File: config.mk
export PLATFORM = sky130hd
export DESIGN_NAME = sim_run_ctrl
export DESIGN_NICKNAME = d
export VERILOG_FILES = /design/src/rtl/sim_run_ctrl.sv
export SDC_FILE = /design/constraint.sdc
export NUM_CORES = 1
export LEC_CHECK = 0
export ABC_AREA = 1
export CORE_ASPECT_RATIO = 1.5
export CORE_MARGIN = 2
export CORE_UTILIZATION = 40
export DETAILED_ROUTE_END_ITERATION = 10
export PLACE_DENSITY = 0.7
export REMOVE_ABC_BUFFERS = 1
export SETUP_SLACK_MARGIN = 0.2
export SYNTH_ARGS = -nofsm -noshare
export SYNTH_HDL_FRONTEND = slang
export SYNTH_SLANG_ARGS = --single-unit
File: constraint.sdc
create_clock -name clk -period 1.8 [get_ports clk]
set_input_delay 0.27 -clock clk [delete_from_list [all_inputs] [get_ports clk]]
set_output_delay 0.27 -clock clk [all_outputs]
set_load 0.01 [all_outputs]
File: src/rtl/sim_run_ctrl.sv
// sim_run_ctrl: bench-side run sequencer for soc_top panel buttons.
// Sequences clear PU -> load program -> start -> wait for settle.
//
// Ports:
//   clk, resetn            clock, synchronous active-low reset
//   run_req, skip_load     start a run (IDLE only), bypass load phase
//   abort                  force ERR from any running state
//   pnl_pu_state           PU state, 0 = stopped
//   pnl_input_active       input device busy
//   pnl_output_active      output device busy
//   btn_*                  registered button pulses to soc_top
//   run_busy               high outside IDLE
//   run_done               one-cycle success pulse
//   run_error              sticky error, cleared on next accepted run
//   run_cycles             cycles from CLR entry to DONE/ERR entry
//
// Optional: define SIM_RUN_WATCHDOG_EN to add a per-wait-state timeout.

module sim_run_ctrl #(
    parameter int unsigned PULSE_LEN  = 4,
    parameter logic [15:0] SETTLE_CYC = 16'd255,
    parameter logic [31:0] TIMEOUT    = 32'd1000000
) (
    input  logic        clk,
    input  logic        resetn,
    input  logic        run_req,
    input  logic        skip_load,
    input  logic        abort,
    input  logic [2:0]  pnl_pu_state,
    input  logic        pnl_input_active,
    input  logic        pnl_output_active,
    output logic        btn_clear_pu,
    output logic        btn_start_input,
    output logic        btn_start_pulse,
    output logic        btn_stop_input,
    output logic        btn_stop_output,
    output logic        run_busy,
    output logic        run_done,
    output logic        run_error,
    output logic [31:0] run_cycles
);

    localparam int PW = (PULSE_LEN > 1) ? $clog2(PULSE_LEN) : 1;
    localparam logic [PW-1:0] P_LAST = PW'(PULSE_LEN - 1);

    if (PULSE_LEN == 0 || SETTLE_CYC == 16'd0 || TIMEOUT == 32'd0)
    begin : g_bad_param
        $error("sim_run_ctrl: parameter out of range");
    end

    typedef enum logic [3:0] {
        S_IDLE,
        S_CLR,
        S_LOAD_REQ,
        S_LOAD_WAIT,
        S_RUN_REQ,
        S_RUN_WAIT,
        S_SETTLE,
        S_DONE,
        S_ERR
    } state_t;

    state_t        state;
    state_t        nxt;
    logic [PW-1:0] pcnt;
    logic [15:0]   qcnt;
    logic          seen;
    logic          skip_q;
    logic          quiet;
    logic          p_end;
    logic          enter;
    logic          active;
    logic          accept;

`ifdef SIM_RUN_WATCHDOG_EN
    logic [31:0]   wd_cnt;
    logic          wd_state;
    assign wd_state = (state == S_LOAD_WAIT) ||
                      (state == S_RUN_WAIT) ||
                      (state == S_SETTLE);
`endif

    assign quiet  = (pnl_pu_state == 3'd0) &&
                    !pnl_input_active && !pnl_output_active;
    assign p_end  = (pcnt == P_LAST);
    assign enter  = (nxt != state);
    assign accept = (state == S_IDLE) && (nxt == S_CLR);
    // run_cycles counts edges taken while in CLR..SETTLE, so the edge
    // entering DONE/ERR is the last one counted.
    assign active = (state != S_IDLE) && (state != S_DONE) &&
                    (state != S_ERR);

    always_comb begin
        nxt = state;
        unique case (state)
            S_IDLE:      if (run_req) nxt = S_CLR;
            S_CLR:       if (p_end) nxt = skip_q ? S_RUN_REQ : S_LOAD_REQ;
            S_LOAD_REQ:  if (p_end) nxt = S_LOAD_WAIT;
            S_LOAD_WAIT: if (seen && !pnl_input_active) nxt = S_RUN_REQ;
            S_RUN_REQ:   if (p_end) nxt = S_RUN_WAIT;
            S_RUN_WAIT:  if (pnl_pu_state != 3'd0) nxt = S_SETTLE;
            S_SETTLE:    if (quiet && qcnt == SETTLE_CYC - 16'd1) nxt = S_DONE;
            S_DONE:      nxt = S_IDLE;
            S_ERR:       if (p_end) nxt = S_IDLE;
            default:     nxt = S_IDLE;
        endcase
`ifdef SIM_RUN_WATCHDOG_EN
        if (wd_state && wd_cnt == TIMEOUT - 32'd1) nxt = S_ERR;
`endif
        // abort beats every other transition, including the watchdog
        if (abort && state != S_IDLE && state != S_ERR) nxt = S_ERR;
    end

    always_ff @(posedge clk) begin
        if (!resetn) begin
            state           <= S_IDLE;
            pcnt            <= '0;
            qcnt            <= '0;
            seen            <= 1'b0;
            skip_q          <= 1'b0;
            btn_clear_pu    <= 1'b0;
            btn_start_input <= 1'b0;
            btn_start_pulse <= 1'b0;
            btn_stop_input  <= 1'b0;
            btn_stop_output <= 1'b0;
            run_busy        <= 1'b0;
            run_done        <= 1'b0;
            run_error       <= 1'b0;
            run_cycles      <= '0;
`ifdef SIM_RUN_WATCHDOG_EN
            wd_cnt          <= '0;
`endif
        end else begin
            state <= nxt;
            pcnt  <= (enter || p_end) ? '0 : pcnt + 1'b1;
            qcnt  <= (state == S_SETTLE && quiet && !enter) ?
                     qcnt + 16'd1 : 16'd0;
            seen  <= !enter && (state == S_LOAD_WAIT) &&
                     (seen || pnl_input_active);
`ifdef SIM_RUN_WATCHDOG_EN
            wd_cnt <= (enter || !wd_state) ? 32'd0 : wd_cnt + 32'd1;
`endif
            // buttons and status decode the state being entered
            btn_clear_pu    <= (nxt == S_CLR);
            btn_start_input <= (nxt == S_LOAD_REQ);
            btn_start_pulse <= (nxt == S_RUN_REQ);
            btn_stop_input  <= (nxt == S_ERR);
            btn_stop_output <= (nxt == S_ERR);
            run_busy        <= (nxt != S_IDLE);
            run_done        <= (nxt == S_DONE);

            if (accept) begin
                skip_q     <= skip_load;
                run_error  <= 1'b0;
                run_cycles <= '0;
            end else begin
                if (nxt == S_ERR && state != S_ERR) run_error <= 1'b1;
                if (active && run_cycles != 32'hFFFF_FFFF)
                    run_cycles <= run_cycles + 32'd1;
            end
        end
    end

endmodule
==> impl_metrics.ini <==
[outcome]
outcome = complete, but fails checks
violations = setup timing

[clock_tree]
cts_hold_buf = 0
cts_max_path_buffers = 2
htree_num_levels = 3
cts_bufs_inserted = 9
worstSkewPairLatency_ns = 0.34
clk_transition_reported_paths_ns = 0.06
clock-root-buffer = clkbuf_16
cts_sinks = 63
tritoncts = built

[power_and_ir_drop]
design_power_total_mw = 3.82
power.clock.fraction_pct = 42.3
p_leak_nw = 2.98
power.sequential.fraction_pct = 37.8
power_density_nw_per_um2 = 599
share_comb_of_total_power_pct = 19.9
internal_power_mw = 2.78
vdd_drop_max_mv = 0.567
switching_power_mw = 1.05
fraction_of_power_spent_switching_nets_pct = 27.4

[detailed_routing]
via_count = 4351
drt_first_pass_iters = 5
drcViolationCount = 0
wire_length_per_cell_um = 17.9
antenna_left = 0
first_iter_violations = 284
routed_wirelength_um = 14200
vias_per_cell = 5.48

[worst_setup_path]
timing.reg2reg.worst_path_depth = 9
reg2reg_setup_slack_ns = -0.03
worst_ep_required_time_ns = 2.07
cp_max_fo = 3
worstSetupStartpoint = run_cycles[8]
critical_path.reg2reg.endpoint = run_cycles[14]
worstSetupStartpointType = flop
worst_setup_path_endpoint = run_cycles[14]
timing.critical_path.arrival_ns = 2.10
cp-end-kind = flop
criticalPathCategory = reg -> reg
worst_r2r_startpoint = run_cycles[8]

[sta]
rsz_0062_raised_after_global_routing = true
setup_ws_ns = -0.0339
slew-limit-headroom_pct = 73.0
timing.hold.ws_ns = 0.422
post-route-period-util_pct = 102
max_slew.worst_pin.slew_ns = 0.403
report.final.setup_viol = 2
report.final.hold_viol_count = 0
worst_clock_skew_ns = 0.0107
min_period_ns = 1.83
totalNegativeSetupSlack_ns = -0.0607
fmax_mhz = 545
timing_max_transition_violations_final = 0

[cells_and_area]
final_layout_size_suffix_gt1_share_pct = 48.6
stdcell_area_um2 = 6380
instances_no_fill = 794
layout-area-overhead-vs-synth_pct = 82.1
antenna-diode-count = 0
fin_util_pct = 75.4
final_nets = 698

[synthesis]
synth_edf_count = 0
synth_cell_type_count = 35
post-synth-top-count-cell = nand2_1
synth_largest_type_area_fraction_pct = 36.0
synth_ff_type = dfxtp_1
synth.cells.most_frequent = 133 x nand2_1, 72 x nor2_1, 63 x dfxtp_1, 63 x inv_1, 38 x nand3_1
synth_largest_area_cell = dfxtp_1
synth.avg_cell_area_um2 = 6.64
synth.area.top_cells = dfxtp_1 36%, nand2_1 14%, nor2_1 7.7%, inv_1 6.7%, nand3_1 5.4%
yosysWarningCount = 0
ys_ff_latch = 63
yosysSeqAreaShare_pct = 36.0
post_synth_inst_count = 528
ys_async_sr_fraction_pct = 0
synth.cell_area_um2 = 3510

[placed_design]
io_buffers = 49
pre_cts_slack_ns = -0.197
placement.cell_area_um2 = 4540
placed_cells_incl_taps = 735
detailedPlacementHpwl_um = 7200
globalplace.congestion = 0.928

[flow_run]
drv_cap = 0

[min_path]
hp-class = reg -> reg
worstHoldPathCells = 1

[global_routing]
number_of_global_route_vias_before_repair = 3907
global_route_wire_length_before_repair_um = 17300
grt_use_total_pct = 23.1
grt_max_degree = 21
sum_of_overflow_across_all_layers_after_global_routing = 0
grt_antenna_before_repair = 0

[die]
placement_rows = 41
floorplan.die_area_um2 = 9550
boundaryPins = 50
die_width_um = 80.4
die-height_um = 119
coreArea_um2 = 8460
initial_utilization_pct = 41.4
[worst min path at each step]
stage / endpoint / from / slack (ns)
floorplan: pcnt[0] / pcnt[0] / 0.40
global placement: pcnt[0] / pcnt[0] / 0.41
detailed placement: pcnt[0] / pcnt[0] / 0.42
CTS: pcnt[0] / pcnt[0] / 0.43
global route: pcnt[0] / pcnt[0] / 0.44
finish: pcnt[0] / pcnt[0] / 0.42
[cells in the final DEF (no fill, tap or decap), types with 3 or more instances in the layout]
| cell type | n |
|---|---|
| and3_4 | 3 |
| dlygate4sd2_1 | 14 |
| and3_1 | 3 |
| inv_1 | 53 |
| clkdlybuf4s50_1 | 26 |
| a21oi_1 | 8 |
| nor3_4 | 9 |
| nor3_1 | 9 |
| nand2_2 | 32 |
| nand4_1 | 8 |
| xnor2_1 | 4 |
| nor3_2 | 9 |
| buf_12 | 6 |
| dlymetal6s2s_1 | 9 |
| nand3_1 | 23 |
| xor2_2 | 4 |
| nor2_4 | 14 |
| clkbuf_16 | 15 |
| buf_4 | 72 |
| inv_4 | 3 |
| a21oi_2 | 22 |
| xor2_1 | 14 |
| nand2_4 | 27 |
| o21ai_0 | 6 |
| dfxtp_1 | 35 |
| buf_16 | 3 |
| ha_4 | 3 |
| nor2_2 | 22 |
| inv_2 | 8 |
| nor2_1 | 49 |
| nand2_1 | 81 |
| dfxtp_2 | 23 |
| nand3_4 | 6 |
| dfxtp_4 | 5 |
| nand3_2 | 11 |
| buf_6 | 20 |
[repair_timing]
action / in CTS / in global routing
endpoints found under the hold margin: 0 / 0
pin swaps: 27 / 87
gates resized for setup: 96 / 216
cloned: 4 / 8
buffers inserted: 14 / 19
setup endpoints to repair: 69 / 70
[power groups by stage]
stage	Combinational, mW	Sequential (mW)	Clock [mW]
floorplan	0.186	1.47	0
global placement	0.387	1.47	0
detailed placement	0.393	1.47	0
CTS	0.492	1.45	1.62
global route	0.795	1.45	1.69
finish	0.762	1.45	1.62
[logic make-up (layout without fill, tap and decap cells)]
kind of cell | after synthesis | in the layout | synth area share [%]
simple gates | 313 | 313 | 40.2
buf+inv | 78 | 237 | 9.46
flops | 63 | 63 | 36.0
compound gates | 46 | 46 | 7.00
xor+xnor | 24 | 24 | 6.00
fa+ha+maj | 4 | 4 | 1.43
[area by class of cell]
class / instances / area (um^2)
Inverter: 66 / 272
Multi-Input combinational cell: 387 / 2780
Tap cell: 107 / 134
Clock buffer: 13 / 260
Sequential cell: 63 / 1310
Fill cell: 542 / 2080
Timing Repair Buffer: 157 / 1630
Clock inverter: 1 / 5.00
[worst max-delay path: stages (launching register included)]
cell and delay [ns]:
dfxtp_2 0.33, inv_1 0.08, buf_4 0.16, nor3_2 0.25, nand2_1 0.24, nor2_4 0.14, buf_6 0.12, xor2_1 0.18
nand2_1 0.10, a21oi_2 0.16
[registers in the layout, summed over array words and instances (netlist names)]
register / count
skip_q: 1
pcnt: 2
state: 4
qcnt: 16
btn_start_input: 1
btn_start_pulse: 1
btn_stop_output: 1
seen: 1
btn_clear_pu: 1
run_error: 1
run_done: 1
run_busy: 1
run_cycles: 32
[metal layers]
layer	GRT usage, %	up-vias	wire [um]
met4	13.5	0	1120
met2	43.2	206	7340
li1	-	1984	-
met3	3.82	82	842
met5	0	-	0
met1	23.0	2079	4930
(Power assumes the default switching activity.)
